<file path="src/rtl/gray_counter_display_sys.sv">
// gray_counter_display_sys
//
// Board-level top for the Gray counter demo. A bouncing push button is
// synchronised and debounced; every press (0->1 of the debounced level) steps
// an N-bit binary counter up or down according to the synchronised dir input.
// The Gray code of the count drives the LEDs. The same Gray value is shown in
// hex on a DIGITS-digit multiplexed 7-segment display. A snapshot is taken
// once per full scan, so a single scan never mixes old and new digits.
//
// Ports:
//   clk    in   1       system clock, rising edge
//   reset  in   1       asynchronous, active-low reset
//   noisy  in   1       raw push button, active-high, asynchronous
//   dir    in   1       count direction (1 = up, 0 = down), asynchronous
//   leds   out  N       registered Gray code of the count
//   an     out  DIGITS  digit anodes, active-low, one-hot-low while scanning
//   seg    out  7       segments a..g (seg[6] = a), active-low
//
// Optional build macro: LEADING_ZERO_BLANK_EN
//   When defined, leading zero digits (any digit i > 0 whose nibble and all
//   higher nibbles of the snapshot are zero) keep their anode high during
//   their scan slot. Digit 0 is always lit. Scan timing is unchanged.
module gray_counter_display_sys #(
  parameter int N               = 8,
  parameter int DIGITS          = 4,
  parameter int DEBOUNCE_CYCLES = 500000,
  parameter int SCAN_DIV        = 50000
) (
  input  logic              clk,
  input  logic              reset,
  input  logic              noisy,
  input  logic              dir,
  output logic [N-1:0]      leds,
  output logic [DIGITS-1:0] an,
  output logic [6:0]        seg
);

  localparam int DB_W   = $clog2(DEBOUNCE_CYCLES);
  localparam int PS_W   = $clog2(SCAN_DIV);
  localparam int IDX_W  = (DIGITS > 1) ? $clog2(DIGITS) : 1;
  localparam int SNAP_W = 4 * DIGITS;

  localparam logic [DB_W-1:0]  DB_LAST  = DB_W'(DEBOUNCE_CYCLES - 1);
  localparam logic [PS_W-1:0]  PS_LAST  = PS_W'(SCAN_DIV - 1);
  localparam logic [IDX_W-1:0] IDX_LAST = IDX_W'(DIGITS - 1);

  // Binary to Gray conversion.
  function automatic logic [N-1:0] to_gray(input logic [N-1:0] b);
    return b ^ (b >> 1);
  endfunction

  // Hex nibble to active-low segments, seg[6] = a .. seg[0] = g.
  function automatic logic [6:0] hex7(input logic [3:0] h);
    logic [6:0] s;
    case (h)
      4'h0:    s = 7'b0000001;
      4'h1:    s = 7'b1001111;
      4'h2:    s = 7'b0010010;
      4'h3:    s = 7'b0000110;
      4'h4:    s = 7'b1001100;
      4'h5:    s = 7'b0100100;
      4'h6:    s = 7'b0100000;
      4'h7:    s = 7'b0001111;
      4'h8:    s = 7'b0000000;
      4'h9:    s = 7'b0000100;
      4'hA:    s = 7'b0001000;
      4'hB:    s = 7'b1100000;
      4'hC:    s = 7'b0110001;
      4'hD:    s = 7'b1000010;
      4'hE:    s = 7'b0110000;
      default: s = 7'b0111000;
    endcase
    return s;
  endfunction

  // ---------------------------------------------------------------------
  // Stage p0/p1: two-flop synchronisers; nothing else sees noisy or dir.
  // ---------------------------------------------------------------------
  logic noisy_p0, noisy_p1;
  logic dir_p0, dir_p1;

  always_ff @(posedge clk or negedge reset) begin
    if (!reset) begin
      noisy_p0 <= 1'b0;
      noisy_p1 <= 1'b0;
      dir_p0   <= 1'b0;
      dir_p1   <= 1'b0;
    end else begin
      noisy_p0 <= noisy;
      noisy_p1 <= noisy_p0;
      dir_p0   <= dir;
      dir_p1   <= dir_p0;
    end
  end

  // ---------------------------------------------------------------------
  // Stage p2: debounce and press edge detect.
  // ---------------------------------------------------------------------
  logic [DB_W-1:0] db_cnt;
  logic            debounced;
  logic            debounced_p2;
  logic            step;

  always_ff @(posedge clk or negedge reset) begin
    if (!reset) begin
      db_cnt       <= '0;
      debounced    <= 1'b0;
      debounced_p2 <= 1'b0;
    end else begin
      debounced_p2 <= debounced;
      if (noisy_p1 != debounced) begin
        if (db_cnt == DB_LAST) begin
          debounced <= ~debounced;
          db_cnt    <= '0;
        end else begin
          db_cnt <= db_cnt + 1'b1;
        end
      end else begin
        db_cnt <= '0;
      end
    end
  end

  // Only the rising edge of the debounced level steps the counter.
  assign step = debounced & ~debounced_p2;

  // ---------------------------------------------------------------------
  // Stage p3: up/down counter with Gray output registered alongside it.
  // ---------------------------------------------------------------------
  logic [N-1:0] bin;
  logic [N-1:0] bin_next;

  always_comb begin
    bin_next = bin;
    if (step) begin
      bin_next = dir_p1 ? (bin + 1'b1) : (bin - 1'b1);
    end
  end

  always_ff @(posedge clk or negedge reset) begin
    if (!reset) begin
      bin  <= '0;
      leds <= '0;
    end else if (step) begin
      bin  <= bin_next;
      leds <= to_gray(bin_next);
    end
  end

  // ---------------------------------------------------------------------
  // Scan: prescaler, digit index and per-scan snapshot.
  // ---------------------------------------------------------------------
  logic [PS_W-1:0]   pre;
  logic [IDX_W-1:0]  idx;
  logic [SNAP_W-1:0] snap;
  logic [SNAP_W-1:0] snap_src;
  logic              scan_tick;
  logic              scan_wrap;

  // Gray value zero-extended (or truncated) to the display width.
  generate
    if (N >= SNAP_W) begin : g_snap_trunc
      assign snap_src = leds[SNAP_W-1:0];
    end else begin : g_snap_ext
      assign snap_src = {{(SNAP_W - N){1'b0}}, leds};
    end
  endgenerate

  assign scan_tick = (pre == PS_LAST);
  assign scan_wrap = scan_tick && (idx == IDX_LAST);

  always_ff @(posedge clk or negedge reset) begin
    if (!reset) begin
      pre  <= '0;
      idx  <= '0;
      snap <= '0;
    end else begin
      pre <= scan_tick ? '0 : (pre + 1'b1);
      if (scan_tick) begin
        idx <= (idx == IDX_LAST) ? '0 : (idx + 1'b1);
      end
      // Loading only as the index returns to 0 keeps a whole scan coherent.
      if (scan_wrap) begin
        snap <= snap_src;
      end
    end
  end

  // ---------------------------------------------------------------------
  // Display output registers: anode and segments change together.
  // ---------------------------------------------------------------------
  logic [3:0]        nibble;
  logic [DIGITS-1:0] an_next;
  logic              blank;

  assign nibble  = snap[{idx, 2'b00} +: 4];
  assign an_next = ~(DIGITS'(1) << idx);

`ifdef LEADING_ZERO_BLANK_EN
  // lead_zero[i] is set when nibble i and every higher nibble are zero.
  logic [DIGITS-1:0] lead_zero;
  logic              hi_zero;

  always_comb begin
    lead_zero = '0;
    hi_zero   = 1'b1;
    for (int i = DIGITS - 1; i >= 0; i--) begin
      hi_zero      = hi_zero & (snap[4*i +: 4] == 4'h0);
      lead_zero[i] = hi_zero;
    end
  end

  assign blank = lead_zero[idx] && (idx != '0);
`else
  assign blank = 1'b0;
`endif

  always_ff @(posedge clk or negedge reset) begin
    if (!reset) begin
      an  <= '1;
      seg <= 7'b1111111;
    end else begin
      an  <= blank ? '1 : an_next;
      seg <= hex7(nibble);
    end
  end

endmodule

</file>
<file path="config.mk">
export PLATFORM = sky130hd
export DESIGN_NAME = gray_counter_display_sys
export DESIGN_NICKNAME = d
export VERILOG_FILES = /design/src/rtl/gray_counter_display_sys.sv
export SDC_FILE = /design/constraint.sdc
export NUM_CORES = 1
export LEC_CHECK = 0
export BUFFER_PORTS_ARGS = -buffer_cell sky130_fd_sc_hd__buf_2
export CORE_UTILIZATION = 55
export DETAILED_ROUTE_END_ITERATION = 8
export HOLD_SLACK_MARGIN = 0.12
export PLACE_DENSITY = 0.7
export RECOVER_POWER = 100
export SLEW_MARGIN = 20
export SYNTH_ARGS = -nofsm -noshare
export SYNTH_HDL_FRONTEND = slang
export SYNTH_SLANG_ARGS = --single-unit
</file>
<file path="constraint.sdc">
create_clock -name clk -period 2.85 [get_ports clk]
set_clock_uncertainty 0.2 [all_clocks]
set_input_delay 0.57 -clock clk [delete_from_list [all_inputs] [get_ports clk]]
set_output_delay 0.57 -clock clk [all_outputs]
set_load 0.05 [all_outputs]
</file>
Word level (Yosys, flattened, before mapping)
Memory sizes are Yosys's and may differ from the RTL's. A register that Yosys moved wholly into a read port is not among the register bits.
Cells that the tools add are included.

word-level totals
  register bits = 71
  bits in read-only memories = 112
  input bits = 4
  output and inout port bits = 19
  logic and storage cells = 39
  memories = 1

cells by class
  add/sub/neg operators = 5
  equality and inequality tests = 4
  shift-type cells = 2
  mux-type cells = 6
  bitwise gates (word level) = 5
  reductions and logical operators = 3

memories
  memory           words  bits a word  read ports  clocked after memory_dff  write ports  RTL line  source
  (no name shown)  16     7            1           1                         0            55        case (h)

operators with widths
  operator                 number
  $mux W19                 2
  $add A19 B1 Y19 const B  1
  $eq A19 B19 Y1 const B   1
  $add A16 B1 Y16 const B  1
  $eq A16 B16 Y1 const B   1
  $mux W16                 1
  $mux W8                  2
  $shiftx A16 B5 Y4        1
  $add A8 B1 Y8 const B    1
  $sub A8 B1 Y8 const B    1
  $xor A8 B7 Y8            1
  $not A4 Y4               1
  $shl A1 B2 Y4 const A    1
  $add A2 B1 Y2 const B    1
  $eq A2 B2 Y1 const B     1
  $mux W2                  1
  $not A1 Y1               2
  $reduce_and A2 Y1        1
  $and A1 B1 Y1            1
  $logic_and A1 B1 Y1      1
  $logic_not A1 Y1         1
  $ne A1 B1 Y1             1

Longest topological paths before layout
Gate-level depths: netlist (run 1).

  depth after elaboration = 4
  gate-level depth with buffers = 9
  depth with buffers taken out = 8

Worst setup path after synthesis (run 1)
No wires, ideal clock.

  path kind = register to register
  start = register dir_p1
  end = register leds[6]
  library setup time = 133 ps
  data arrival time = 1,910 ps
  data required time = 2,517 ps
  setup slack = 607 ps
  cell stages (with the launch flop) = 10
  path buffers = 1
  clock period less this slack = 2,243 ps
  path through = dfrtp_1 -> inv_1 -> ha_1 -> buf_2 -> a211o_1 -> a211o_1 -> o211ai_2 -> xnor2_1 -> xnor2_1 -> o21ai_1

between the ends
  word-level cells in the longest chain between the ends = 3

RTL lines
  item                    RTL line  source
  from (decl)             80        logic dir_p0, dir_p1;
  from (signal assigned)  92        dir_p1 <= dir_p0;
  $mux W8                 136       bin_next = dir_p1 ? (bin + 1'b1) : (bin - 1'b1);
  $mux W8                 135       if (step) begin
  $xor A8 B7 Y8           49        return b ^ (b >> 1);
  to (signal assigned)    146       leds <= to_gray(bin_next);
  to (decl)               33        output logic [N-1:0] leds,

No other way between the ends.
A chain may end at the register's enable or synchronous reset.

Worst setup path after layout (run 1)
Same ends and word-level chain as after synthesis.

==> results of run 1 <==
area by class of cell:
type / count / area (sq um)
clock buffer: 10 / 138
sequential: 77 / 1940
fill: 556 / 2370
timing repair buffer: 26 / 118
tap: 77 / 96.3
multi-input combinational: 253 / 1700
clock inverter: 6 / 86.3
inverter: 13 / 48.8
per-layer routing:
| metal | wire length (um) | global-route usage (%) |
|---|---|---|
| met2 | 2710 | 30.3 |
| met1 | 3130 | 26.4 |
| met3 | 163 | 3.40 |
| met5 | 0 | 0 |
| met4 | 78 | 7.86 |
worst min path at each step:
stage,end,depth (start not counted)
2_1_floorplan,bin[0]$_DFFE_PN0P_,0
3_3_place_gp,noisy_p1$_DFF_PN0_,0
3_5_place_dp,noisy_p1$_DFF_PN0_,0
4_1_cts,noisy_p1$_DFF_PN0_,0
5_1_grt,noisy_p1$_DFF_PN0_,0
6_report,noisy_p1$_DFF_PN0_,0
flip-flops by register name, summed over array words and instances, names as in the netlist, 2 cells and up:
register and count:
db_cnt 19, pre 16, leds 8, snap 8, bin 7, seg 7, an 4, idx 2
synthesized netlist by cell type, types with 4 or more instances:
library cell	count
dfstp_2	11
mux2_2	4
mux2_1	8
clkbuf_1	7
ha_1	18
xor2_1	19
nor2_1	35
inv_1	13
nand4_1	4
a21oi_1	9
nand2_1	34
nor3_1	6
and3_1	5
xnor2_1	22
mux2i_1	5
nand3_1	13
o21ai_0	15
dfrtp_1	66
or3_1	7
o21ai_1	11
through the flow:
step	hold slack (ns)	instance area (sq um)	util (%)	worst slack, ns	cells
after floorplan	0.0744	3780	-	0.607	356
after global placement	0.136	3940	60.7	0.543	444
after detailed placement	0.136	3940	60.7	0.498	444
after CTS	0.155	4180	64.4	0.481	462
after global routing	0.167	4120	63.5	0.288	462
final	0.153	4120	63.5	0.409	462
kinds of logic after synthesis:
logic type	synth area share [%]
flops	51.3
buf+inv	2.98
compound gates	8.94
mux	4.90
simple gates	15.4
xor+xnor	9.93
fa+ha+maj	6.49
report_power, final:
group | leakage [uW] | internal, uW | switching [uW]
Clock | 0.000112 | 515 | 400
Combinational | 0.000740 | 23.5 | 45.3
Sequential | 0.00101 | 1100 | 5.43
worst max-delay path, delay by kind of cell, from the launching register on:
kind	cells	cell delay, ns
compound gates	4	0.78
xor+xnor	2	0.30
fa+ha+maj	1	0.43
buf+inv	1	0.16
flops	1	0.44
what timing repair did:
action	4_1_cts	5_1_grt
hold endpoints to repair	2	0
hold buffers	2	0
resized for setup	0	0
==> impl_metrics.tcl, run 1 <==
set metrics [dict create \
    outcome "complete, but fails checks" \
    violations "capacitance limit, slew limit" \
    vias 2464 \
    cts.sinks 77 \
    min_period_ns 2.44 \
    synth.largest_area_cell "dfrtp_1" \
    hpwlAfterDp_mm 4.17 \
    r2r_start "dir_p1$_DFF_PN0_" \
    first_iter_violations 120 \
    final_antenna_net_count 0 \
    die_height_um 84.9 \
    max_freq_ghz 0.410 \
    hold_class "reg2reg" \
    cts.htree.levels 3 \
    hold_viol_final 0 \
    cts_tree "built" \
    synth_top_area_share_pct 43.7 \
    postSynthNetCount 379 \
    grt_pass1_vias 2330 \
    slowest_stage "dfrtp_1" \
    die_x_um 84.9 \
    port_buffers 22 \
    rr_endpoint "leds[6]$_DFFE_PN0P_" \
    gp_congestion 0.869 \
    final_cell_mix "dfrtp_1, nor2_1, nand2_1" \
    synth_area_sq_um 3780 \
    synthArstFlopShare_pct 100 \
    tns_ns 0 \
    hold_start "noisy_p0$_DFF_PN0_" \
    slew_headroom_pct -21.6 \
    power_uw 2090 \
    crit_fanout 7 \
    clk_pin_slew_ns 0.08 \
    crit_type "reg2reg" \
    synthFlopType "dfrtp_1" \
    leakage_uw 0.00186 \
    setup_viol 0 \
    numCtsBuffers 9 \
    area_delta_synth_final_pct 9.10 \
    cts_setup_buffers 0 \
    vdd.ir_drop.worst_uv 277 \
    final_common_cell "dfrtp_1" \
    layout-drive-gt1-share_pct 10.1 \
    fin_nets 403 \
    period_share_pct 85.6 \
    yosysUniqueCellTypes 48 \
    netlist_instances 356 \
    die_area_sq_um 7210 \
    grt_max_degree 78 \
    worst_pin_slew_ns 1.82 \
    ys_ff_latch 77 \
    crit_chain "inv_1 > ha_1 > a211o_1 > a211o_1 > o211ai_1 > xnor2_1 > xnor2_1 > o21ai_0" \
    yosysSeqAreaShare_pct 51.3 \
    synth_edf_count 0 \
    wl_mm 6.09 \
    end_kind "flop" \
    ios 23 \
    insertion_delay_ns 0.35 \
    yosys_warnings 0 \
    cts_buffer_depth 2 \
    arrival_ns 2.47 \
    root_buffer "clkbuf_8" \
    r2r_cells 8 \
    drv_cap 1 \
    slew_viol_final 78 \
    fp.coreArea_sq_um 6490 \
    route.detailed.drc 0 \
    diodes 0 \
    grt.overflow.total 0 \
    cp-endpoint "leds[6]$_DFFE_PN0P_" \
    first_pass_iters 7 \
    avgViaCountPerCell 5.33 \
    routedWlPerCell_um 13.2 \
    rsz0062_at_grt "false" \
    groute.usage.overall_pct 19.2 \
    antenna_found_initial 0 \
    row_count 29 \
    syn_area_per_cell_sq_um 10.6 \
    cpPeakStageDelay_ns 0.44 \
    crit_path_start_kind "flop" \
    regToRegSetupSlack_ns 0.41 \
    startpoint "dir_p1$_DFF_PN0_" \
    grt_first_pass_wirelength_mm 10.9 \
    power_density_nw_per_um2 506 \
    crit_required_ns 2.88 \
    synth_area_leaders "dfrtp_1, dfstp_2, ha_1" \
    start_util_pct 58.2 \
]
No activity file was read; power rests on OpenSTA's default activity.
==> run 2: changes to the inputs <==
--- a/config.mk
+++ b/config.mk
@@ -10,7 +10,6 @@
 export DETAILED_ROUTE_END_ITERATION = 8
 export HOLD_SLACK_MARGIN = 0.12
 export PLACE_DENSITY = 0.7
-export RECOVER_POWER = 100
 export SLEW_MARGIN = 20
 export SYNTH_ARGS = -nofsm -noshare
 export SYNTH_HDL_FRONTEND = slang
==> run 2 against run 1 <==
Effect of this change: the flow finishes with violations (DRC); sequential cell count is the same; clock power decreased by 0.8%; first-iteration DRC count increased by 9.2%; routed wire length down 1.3%; die area unchanged.
==> impl_metrics.tcl, run 2 (same netlist as run 1, synthesis figures left out) <==
set metrics [dict create \
    outcome "complete, but fails checks" \
    violations "DRC" \
    setup_slack_ns 0.490 \
    wl_mm 6.01 \
    hpwlAfterDp_mm 4.17 \
    end_kind "flop" \
    crit_buf_inv 1 \
    first_pass_iters 6 \
    hold_class "in2async" \
    cts_tree "built" \
    regToRegSetupSlack_ns 0.49 \
    cts.htree.levels 3 \
    crit_family "compound AO/OA/AOI/OAI gates" \
    grt_first_pass_wirelength_mm 10.9 \
    rsz0062_at_grt "false" \
    vdd.ir_drop.worst_uv 277 \
    crit_chain "inv_1 > ha_1 > a211o_1 > a211o_1 > o211ai_2 > xnor2_1 > xnor2_1 > o21ai_1" \
    avgViaCountPerCell 5.37 \
    rr_endpoint "leds[6]$_DFFE_PN0P_" \
    cpPeakStageDelay_ns 0.44 \
    crit_type "reg2reg" \
    period_share_pct 82.8 \
    hold_viol_final 0 \
    power_uw 2080 \
    drv_cap 0 \
    antenna_found_initial 0 \
    worst_pin_slew_ns 0.931 \
    port_buffers 22 \
    ios 23 \
    cts_setup_buffers 0 \
    route.detailed.drc 2 \
    first_iter_violations 131 \
    max_freq_ghz 0.424 \
    die_area_sq_um 7210 \
    fp.coreArea_sq_um 6490 \
    area_delta_synth_final_pct 10.7 \
    die_height_um 84.9 \
    slowest_stage "dfrtp_1" \
    root_buffer "clkbuf_8" \
    vias 2479 \
    row_count 29 \
    final_antenna_net_count 0 \
    routedWlPerCell_um 13.0 \
    cts_buffer_depth 2 \
    leakage_uw 0.00195 \
    gp_congestion 0.869 \
    fin_nets 403 \
    slew_headroom_pct 37.9 \
    reg_top3 "db_cnt: 19 flops, pre: 16 flops" \
    top_register "db_cnt" \
    clk_pin_slew_ns 0.08 \
    power_density_nw_per_um2 498 \
    final_core_util_pct 64.4 \
    slew_viol_final 0 \
    grt.overflow.total 0 \
    start_util_pct 58.2 \
    tns_ns 0 \
    groute.usage.overall_pct 19.2 \
    largest_register_ff_count 19 \
    final_common_cell "dfrtp_1" \
    arrival_ns 2.39 \
    layout-drive-gt1-share_pct 16.6 \
    min_period_ns 2.36 \
    grt_max_degree 78 \
    cts.sinks 77 \
    crit_path_start_kind "flop" \
    crit_required_ns 2.88 \
    diodes 0 \
    worstSetupPathDepth 8 \
    insertion_delay_ns 0.34 \
    setup_viol 0 \
    pre_cts_slack_ns 0.498 \
    numCtsBuffers 9 \
    r2r_start "dir_p1$_DFF_PN0_" \
    r2r_cells 8 \
    crit_fanout 7 \
    final_cell_mix "dfrtp_1, nor2_1, nand2_1" \
    die_x_um 84.9 \
    grt_pass1_vias 2330 \
]
-- run 2: cell types whose count changed in the layout (fill, tap and decap cells not counted), sizes merged --
| cell | delta |
|---|---|
| buf | +21 |
| clkbuf | -21 |
-- run 2: worst max-delay path by stage --
| stage | from | end | slack, ns |
|---|---|---|---|
| CTS | dir_p1$_DFF_PN0_ | leds[6]$_DFFE_PN0P_ | 0.48 |
| finish | dir_p1$_DFF_PN0_ | leds[6]$_DFFE_PN0P_ | 0.49 |
| detailed placement | dir_p1$_DFF_PN0_ | leds[6]$_DFFE_PN0P_ | 0.50 |
| global route | dir_p1$_DFF_PN0_ | leds[6]$_DFFE_PN0P_ | 0.36 |
| floorplan | dir_p1$_DFF_PN0_ | leds[6]$_DFFE_PN0P_ | 0.61 |
| global placement | dir_p1$_DFF_PN0_ | leds[6]$_DFFE_PN0P_ | 0.54 |
-- run 2: what timing repair did --
| item | in CTS | in global routing |
|---|---|---|
| resized for setup | 0 | 0 |
| endpoints found under the hold margin | 2 | 0 |
| hold buffers | 2 | 0 |
-- run 2: worst register-to-register path: stages, from the launching register on --
cell	delay, ns
dfrtp_1	0.44
inv_1	0.16
ha_1	0.44
a211o_1	0.34
a211o_1	0.24
o211ai_2	0.08
xnor2_1	0.15
xnor2_1	0.14
o21ai_1	0.07
-- run 2: cell type report --
type | instances | area (sq um)
clock inverter | 6 | 86.3
sequential | 77 | 1940
inverter | 13 | 48.8
fill | 537 | 2310
clock buffer | 10 | 138
tap | 77 | 96.3
timing repair buffer | 26 | 148
multi-input combinational | 253 | 1730
-- run 2: through the flow --
step | cell area (sq um) | std cells | hold slack (ns)
6_report | 4180 | 462 | 0.149
5_1_grt | 4180 | 462 | 0.167
4_1_cts | 4180 | 462 | 0.155
3_5_place_dp | 3940 | 444 | 0.136
3_3_place_gp | 3940 | 444 | 0.136
2_1_floorplan | 3780 | 356 | 0.0744
-- run 2: metal layers --
metal  global-route usage, %  share of wire, %  vias up
li1                        -                 -     1254
met1                    26.4                51     1176
met2                    30.3                45       41
met3                    3.40               2.8        8
met4                    7.86               1.2        0
met5                       0                 0        -
-- run 2: report_power, final --
part | switching (uW) | internal (uW)
registers | 5.43 | 1100
logic | 46.7 | 24.7
clock network | 394 | 515
==> run 3: changes to the inputs <==
--- a/config.mk
+++ b/config.mk
@@ -5,6 +5,7 @@
 export SDC_FILE = /design/constraint.sdc
 export NUM_CORES = 1
 export LEC_CHECK = 0
+export ABC_AREA = 1
 export BUFFER_PORTS_ARGS = -buffer_cell sky130_fd_sc_hd__buf_2
 export CORE_UTILIZATION = 55
 export DETAILED_ROUTE_END_ITERATION = 8
==> constraint.sdc (replaced) <==
create_clock -name clk -period 2.5 [get_ports clk]
set_clock_uncertainty 0.2 [all_clocks]
set_input_delay 0.5 -clock clk [delete_from_list [all_inputs] [get_ports clk]]
set_output_delay 0.5 -clock clk [all_outputs]
set_load 0.05 [all_outputs]
==> run 3 against run 2 <==
Effect of this change: the run now ends clean; register-to-register slack got worse by 0.15 ns; total power increased by 13%; critical path depth increased by 3; hold slack improved by 0.0078 ns; worst setup slack got worse by 0.15 ns; routed wire length increased by 37%; area after synthesis increased by 11%; sequential power increased by 15%; critical endpoint is now leds[4]$_DFFE_PN0P_; largest cell class unchanged; largest power group unchanged.
==> impl_metrics.tcl, run 3 <==
set metrics [dict create \
    outcome "completed" \
    min_period_ns 2.16 \
    worst_pin_slew_ns 0.487 \
    grt.overflow.total 0 \
    hold_class "reg2reg" \
    crit_path_start_kind "flop" \
    fp.coreArea_sq_um 7290 \
    die_area_sq_um 7960 \
    first_pass_iters 4 \
    power_uw 2350 \
    crit_buf_inv 3 \
    diodes 0 \
    route.detailed.drc 0 \
    cts.htree.levels 3 \
    end_kind "flop" \
    avgViaCountPerCell 5.22 \
    synthXorXnorAreaFrac_pct 3.77 \
    crit_chain "inv_1 > ha_1 > or2_2 > nand3b_1 > nand2_1 > nand2_1 > nand3_1 > inv_1 > nand2_1 > nand2_1 > inv_1" \
    final_cell_mix "nand2_1, inv_1, dfrtp_1" \
    final_common_cell "nand2_1" \
    reg_top3 "db_cnt: 19 flops, pre: 16 flops" \
    yosysSeqAreaShare_pct 46.4 \
    die_height_um 89.2 \
    root_buffer "clkbuf_8" \
    insertion_delay_ns 0.35 \
    postSynthNetCount 539 \
    gp_congestion 0.884 \
    numCtsBuffers 9 \
    area_delta_synth_final_pct 12.0 \
    slowest_stage "dfrtp_1" \
    multi_input_area_sq_um 1910 \
    hold_viol_final 0 \
    synth_compound_area_share_pct 4.76 \
    yosys_warnings 0 \
    start_util_pct 57.3 \
    synthMuxAreaShare_pct 0 \
    first_iter_violations 110 \
    grt_max_degree 41 \
    ys_ff_latch 77 \
    vdd.ir_drop.worst_uv 321 \
    max_freq_ghz 0.464 \
    placed_cell_area_sq_um 4430 \
    arrival_ns 2.21 \
    vias 3420 \
    synth_edf_count 0 \
    synth_area_sq_um 4180 \
    syn_area_per_cell_sq_um 8.10 \
    cpPeakStageDelay_ns 0.42 \
    row_count 31 \
    groute.usage.overall_pct 23.3 \
    leakage_uw 0.00237 \
    synth_common_cells "nand2_1, inv_1, dfrtp_1" \
    die_x_um 89.2 \
    final_core_util_pct 64.2 \
    largest_register_ff_count 19 \
    wl_mm 8.21 \
    crit_required_ns 2.55 \
    clk_pin_slew_ns 0.08 \
    synthFlopType "dfrtp_1" \
    netlist_instances 516 \
    drv_cap 0 \
    synth_top_area_share_pct 39.5 \
    rsz0062_at_grt "false" \
    cts_buffer_depth 2 \
    crit_family "simple AND/OR/NAND/NOR gates" \
    grt_first_pass_wirelength_mm 14.1 \
    antenna_found_initial 0 \
    layout-drive-gt1-share_pct 14.0 \
    synth_fa_ha_area_share_pct 5.86 \
    power_density_nw_per_um2 501 \
    tns_ns 0 \
    period_share_pct 86.3 \
    routedWlPerCell_um 12.5 \
    crit_type "reg2reg" \
    yosysUniqueCellTypes 38 \
    final_area_sq_um 4680 \
    synth.largest_area_cell "dfrtp_1" \
    synth_area_leaders "dfrtp_1, nand2_1, dfstp_2" \
    synth-simple-area-share_pct 31.2 \
    grt_pass1_vias 3165 \
    fin_nets 574 \
    crit_fanout 6 \
    ios 23 \
    hpwlAfterDp_mm 6.03 \
    fillers 666 \
    synth_top_family_by_area "simple AND/OR/NAND/NOR gates" \
    setup_viol 0 \
    cts_tree "built" \
    port_buffers 22 \
    cp_common_cell "nand2_1" \
    register_area_sq_um 1940 \
    synthArstFlopShare_pct 100 \
    top_register "db_cnt" \
    slew_viol_final 0 \
    synth_most_common_cell "nand2_1" \
    slew_headroom_pct 67.3 \
    final_antenna_net_count 0 \
    cts.sinks 77 \
]
## run 3: cells by family (layout without fill, tap and decap cells)
| logic type | Yosys count | after routing |
|---|---|---|
| AOI/OAI and AO/OA | 33 | 33 |
| and+or+nand+nor | 283 | 283 |
| xor gates and xnor gates | 18 | 18 |
| DFF | 77 | 77 |
| buffers and inverters | 86 | 126 |
| adders and majority gates | 19 | 19 |
## run 3: cell type report
cell class                 count  area share (%)
clock inverter                 4           0.507
multi-input combinational    353            40.7
inverter                      82            6.65
clock buffer                  12            4.25
tap                           99            2.64
timing repair buffer          28            3.79
sequential                    77            41.4
## run 3: repair_timing
action | CTS | global route
hold buffers | 3 | 0
hold endpoints to repair | 30 | 0
buffers inserted | 0 | 0
resized for setup | 0 | 0
## run 3: final timing paths
kind / cells past startpoint / slack [ns] / endpoint / startpoint
max in group asynchronous: 3 / 1.08 / bin[6]$_DFFE_PN0P_ / reset
min in group asynchronous: 2 / 0.45 / pre[15]$_DFF_PN0_ / reset
min reg2reg: 0 / 0.16 / noisy_p1$_DFF_PN0_ / noisy_p0$_DFF_PN0_
max reg2reg: 11 / 0.34 / leds[4]$_DFFE_PN0P_ / dir_p1$_DFF_PN0_
min: 0 / 0.16 / noisy_p1$_DFF_PN0_ / noisy_p0$_DFF_PN0_
max: 11 / 0.34 / leds[4]$_DFFE_PN0P_ / dir_p1$_DFF_PN0_
## run 3: through the flow
step / instances / setup slack [ns] / hold WS [ns]
finish: 655 / 0.343 / 0.157
global route: 655 / 0.167 / 0.171
CTS: 655 / 0.331 / 0.159
detailed placement: 636 / 0.361 / 0.140
global placement: 636 / 0.415 / 0.136
floorplan: 516 / 0.502 / 0.00441
## run 3: per-layer routing
metal | share of wire [%] | GRT usage [%] | vias to the layer above
met4 | 1.4 | 8.80 | 0
li1 | - | - | 1722
met1 | 46 | 30.6 | 1613
met5 | 0 | 0 | -
met3 | 4.2 | 3.88 | 8
met2 | 48 | 38.9 | 77
## run 3: where the power goes
group / internal, uW / switching [uW]
logic: 22.1 / 51.8
registers: 1250 / 5.48
clock network: 539 / 478
